--- config.mk ---
export PLATFORM = sky130hd
export DESIGN_NAME = uart_cmd_responder
export DESIGN_NICKNAME = d
export VERILOG_FILES = /design/src/rtl/uart_cmd_responder.sv
export SDC_FILE = /design/constraint.sdc
export NUM_CORES = 1
export LEC_CHECK = 0
export ABC_AREA = 1
export CAP_MARGIN = 30
export CORE_ASPECT_RATIO = 2
export CORE_MARGIN = 8
export CORE_UTILIZATION = 50
export CTS_CLUSTER_SIZE = 24
export DETAILED_ROUTE_END_ITERATION = 12
export DONT_BUFFER_PORTS = 1
export PLACE_DENSITY = 0.63
export SYNTH_ARGS = -nofsm -noshare
export SYNTH_HDL_FRONTEND = slang
export SYNTH_SLANG_ARGS = --single-unit
--- constraint.sdc ---
create_clock -name clk -period 3.58 [get_ports clk]
set_input_delay 0.716 -clock clk [delete_from_list [all_inputs] [get_ports clk]]
set_output_delay 0.716 -clock clk [all_outputs]
set_load 0.01 [all_outputs]
--- src/rtl/uart_cmd_responder.sv ---
// uart_cmd_responder: 3-byte register-access protocol on top of the uart FIFOs.
//   'W' addr data -> reg[addr] = data, reply 'K'
//   'R' addr      -> reply reg[addr]
//   anything else -> reply '?'
// Optional build macro UART_CMD_ECHO_EN: every popped byte is echoed to TX
// (through an extra S_ECHO state) before it is processed.
module uart_cmd_responder #(
    parameter int DEPTH = 16
) (
    input  logic       clk,
    input  logic       reset,
    input  logic       rx_empty,
    input  logic [7:0] r_data,
    output logic       rd_uart,
    input  logic       tx_full,
    output logic       wr_uart,
    output logic [7:0] w_data,
    output logic [7:0] reg0,
    output logic       busy,
    output logic       cmd_err
);
    localparam int AW = $clog2(DEPTH);

    localparam logic [7:0] OP_W    = 8'h57;
    localparam logic [7:0] OP_R    = 8'h52;
    localparam logic [7:0] RSP_K   = 8'h4B;
    localparam logic [7:0] RSP_ERR = 8'h3F;

    typedef enum logic [2:0] {
        S_OP   = 3'd0,
        S_ADDR = 3'd1,
        S_DATA = 3'd2,
        S_SEND = 3'd3
`ifdef UART_CMD_ECHO_EN
        , S_ECHO = 3'd4
`endif
    } state_t;

    state_t     state;
    logic       is_w;
    logic [7:0] addr_q;
    logic [7:0] regs [DEPTH];

    logic       fetch;
    logic       take;
    state_t     phase;
    logic [7:0] byte_in;
    state_t     nxt;
    logic [7:0] resp;
    logic       resp_err;
    logic       do_wr;

    // Full 8-bit comparison: out-of-range addresses never alias onto a register.
    function automatic logic in_range(input logic [7:0] a);
        return {1'b0, a} < 9'(DEPTH);
    endfunction

    assign fetch   = (state == S_OP) || (state == S_ADDR) || (state == S_DATA);
    assign rd_uart = reset && fetch && !rx_empty;
    assign busy    = (state != S_OP);
    assign reg0    = regs[0];

`ifdef UART_CMD_ECHO_EN
    state_t     ret_q;
    logic [7:0] echo_q;

    // The byte is processed once its echo has been accepted by the TX FIFO.
    assign take    = (state == S_ECHO) && !tx_full;
    assign phase   = ret_q;
    assign byte_in = echo_q;
    assign wr_uart = reset && !tx_full && ((state == S_SEND) || (state == S_ECHO));
`else
    // Without echo the byte is processed in the same cycle it is popped.
    assign take    = fetch && !rx_empty;
    assign phase   = state;
    assign byte_in = r_data;
    assign wr_uart = reset && !tx_full && (state == S_SEND);
`endif

    // Decode one protocol byte in the context of the fetch phase it belongs to.
    always_comb begin
        nxt      = S_OP;
        resp     = RSP_ERR;
        resp_err = 1'b0;
        do_wr    = 1'b0;
        case (phase)
            S_OP: begin
                if (byte_in == OP_W || byte_in == OP_R) begin
                    nxt = S_ADDR;
                end else begin
                    nxt      = S_SEND;
                    resp_err = 1'b1;
                end
            end
            S_ADDR: begin
                if (is_w) begin
                    nxt = S_DATA;
                end else begin
                    nxt = S_SEND;
                    if (in_range(byte_in)) resp = regs[byte_in[AW-1:0]];
                    else                   resp_err = 1'b1;
                end
            end
            S_DATA: begin
                nxt = S_SEND;
                if (in_range(addr_q)) begin
                    resp  = RSP_K;
                    do_wr = 1'b1;
                end else begin
                    resp_err = 1'b1;
                end
            end
            default: nxt = S_OP;
        endcase
    end

    // Command FSM, register file and registered response outputs.
    always_ff @(posedge clk) begin
        if (!reset) begin
            state   <= S_OP;
            w_data  <= 8'h00;
            cmd_err <= 1'b0;
            is_w    <= 1'b0;
            addr_q  <= 8'h00;
            for (int i = 0; i < DEPTH; i++) regs[i] <= 8'h00;
`ifdef UART_CMD_ECHO_EN
            ret_q   <= S_OP;
            echo_q  <= 8'h00;
`endif
        end else begin
            cmd_err <= 1'b0;
`ifdef UART_CMD_ECHO_EN
            if (fetch && !rx_empty) begin
                echo_q <= r_data;
                w_data <= r_data;
                ret_q  <= state;
                state  <= S_ECHO;
            end
`endif
            if (take) begin
                if (phase == S_OP)   is_w   <= (byte_in == OP_W);
                if (phase == S_ADDR) addr_q <= byte_in;
                if (do_wr)           regs[addr_q[AW-1:0]] <= byte_in;
                state <= nxt;
                if (nxt == S_SEND) begin
                    w_data  <= resp;
                    cmd_err <= resp_err;
                end
            end
            if (state == S_SEND && !tx_full) state <= S_OP;
        end
    end

endmodule
==> impl_results.md <==
- Ranking of synthesized cells by area: edfxtp_1 (56%), nor2_1 (11%), nand2_1 (7.6%), dfxtp_1 (5.8%), o21ai_0 (2.7%)
- Post-synth top area cell: edfxtp_1
- Setup TNS: 0 ns
- Overflow after GRT: 0
- Crit path max-delay family: simple AND/OR/NAND/NOR gates
- Io pins: 32
- H-tree depth: 4
- Post-CTS Hold Fix Bufs: 0
- Worst Path Buf+Inv: 1
- Final Slew Violations: 0
- Syn nets: 742
- Mean Syn Cell Area: about 9.5 um^2
- P&R area growth vs syn: 9.38%
- Die Span X: 99.1 um
- P per Cell Area: about 540 nW/um^2
- # clock sinks: around 150
- First-pass DRT Iterations: 6
- Period minus WS final: 2.36 ns
- Post-CTS setup buffer count: 0
- CP most frequent cell: nand2_2
- Post-synth top flop: edfxtp_1
- Maximum vdd ir drop: 0.000376 V
- Crit start category: register
- CTS tree: built
- Slew HR: 0.341
- Final antenna-violating net count: 0
- Ant diodes: 0
- CP max stage delay: about 0.36 ns
- Skew final: 0.00532 ns
- Final Setup Violations: 0
- Final HPWL DP: 11.7 mm
- Worst Hold Depth: 2
- CTS Buffer Depth: 2
- FF+latch count, synth: 148
- Vias in the first global route: 4846
- DR top layer: met4
- Worst setup margin: about 1.2 ns
- Met3 wire len: between 700 and 800 um
- Drt wl/cell: 19.7 um
- Vias: 4884
- Standard-cell rows: 61
- Layout net count: 734
- RSZ-0062 raised after global routing: false
- Tcrit/Tclk final: 0.659
- Fraction of registers with async set/reset: 0
- Clock slew at reported path FFs: 0.06 ns
- Final hold viol count: 0
- Crit path cell chain: ha_1 -> nor2_1 -> inv_1 -> nor2_4 -> nand2_2 -> nor3_2 -> nand2_2 -> nand2_1
- Post-synth top area share: 0.557
- Synth Warn #: 0
- CP Class: register to register
- Die height: about 180 um
- Routed wire length: 17.5 mm
- Iter 0 DRT Violations: approximately 430
- Met2 routed WL: about 9.5 mm
- R2R depth: 8
- Post-cts sizing count: 0
- Synth Instances: 725
- Critical-path top delay cell: nand2_1
- Core area: 13700 um^2
- DRC: 0
- Die ar.: 18000 um^2
- Synth unique cells: 29
- Critical path peak fanout: 9
- Worst Tran Pin Value: 0.984 ns
- Clk root buf: clkbuf_16
- Setup crit end kind: register
- Initial antenna violation count: 0
- Critical path required time: 3.66 ns
- Cell Area, Synth: 6900 um^2
- Share of cells above drive strength 1: 0.100
- Max Cap Viol: 0
- Arr. time, crit path: 2.44 ns
- Met1 wire length: 6.76 mm
- Clk Latency, worst-skew pair: 0.42 ns
- Hold WC Path Type: input port to register
- Final core utilization: 0.552
- Cts bufs inserted: 17
- Fmax: approximately 0.42 GHz
- Pre-CTS setup slack: between 1 and 1.5 ns
- Post-synthesis sequential area ratio: 0.615
- Largest net degree at the start of global routing: 47
- Vias per cell: between 5 and 6
- GP Congestion: between 0.8 and 0.9
- First-pass GRT wire length: 26.9 mm
- Buffers on Ports: 0
- Critical path depth in cells: 8
- Post-synth EDFFs: 128
- Initial Utilization: 0.505
- Leakage: a little over 3 nW
- Status: finished, final reports clean
- GRT Util Overall: 0.200
## worst paths after layout
path | start | slack, ns | endpoint
hold reg to reg | w_data[6]$_SDFFE_PN0P_ | 0.52 | w_data[6]$_SDFFE_PN0P_
setup reg to reg | phase[0]$_SDFFE_PP0N_ | 1.22 | regs[9][2]$_SDFFCE_PN0P_
setup / recovery | phase[0]$_SDFFE_PP0N_ | 1.22 | regs[9][2]$_SDFFCE_PN0P_
hold / removal | reset | 0.43 | cmd_err$_SDFF_PN0_
## synthesized netlist by cell type, types with 3 or more instances
master    instances
inv_1            41
nor2_1          199
nand2_1         140
nor3_1            3
nand4_1          14
a21oi_1          24
buf_2             9
clkinv_1          6
nand3_1          28
edfxtp_1        128
clkbuf_1         10
ha_1              5
dfxtp_1          20
nor3_2            3
a22oi_1           8
nand2_4           9
o21ai_0          37
nand2_2           9
inv_2             4
buf_4            12
## area by class of cell
cell class	instances	area [um^2]
clock buffer	20	437
clock inverter	12	156
fill	1232	6120
inverter	51	191
multi-input combinational	491	2260
sequential	148	4240
tap	157	196
timing repair buffer	8	60.1
## state kept, by name, summed over array words and instances, names as in the netlist
| name | count |
|---|---|
| regs | 128 |
| cmd_err | 1 |
| is_w | 1 |
| w_data | 8 |
| addr_q | 8 |
| phase | 2 |
## report_power, final
group / internal, mW / switching [mW] / total, mW
clock network: 1.10 / 0.686 / 1.78
registers: 1.95 / 0.0514 / 2.00
logic: 0.0852 / 0.235 / 0.320
## stage by stage
stage	power [mW]	std cells	instance area [um^2]	hold slack [ns]
floorplan	2.27	725	6900	0.494
global placement	2.35	855	6950	0.514
detailed placement	2.35	855	6950	0.516
CTS	4.11	887	7540	0.411
global route	4.22	887	7540	0.421
finish	4.10	887	7540	0.425
## per-layer routing
metal  vias up  GRT usage
met5         -          0
met4         0     0.0940
met3        34     0.0313
met2       122      0.360
met1      2340      0.224
li1       2388          -
## logic make-up after synthesis
kind of cell,share of synthesized area
AO/OA/AOI/OAI,0.0568
AND/OR/NAND/NOR,0.262
buffers and inverters,0.0571
adder cells (fa/ha/maj),0.00907
flip-flops,0.615
## cell usage in the layout (no fill, tap or decap), types with 14 or more instances in the layout
cell / synthesis / layout
inv_1: 41 / 41
nand3_1: 28 / 28
nand4_1: 14 / 14
o21ai_0: 37 / 37
dfxtp_1: 20 / 20
a21oi_1: 24 / 24
edfxtp_1: 128 / 128
nand2_1: 140 / 140
nor2_1: 199 / 199
clkbuf_16: 0 / 17
Power figures use the tool's default switching activity.
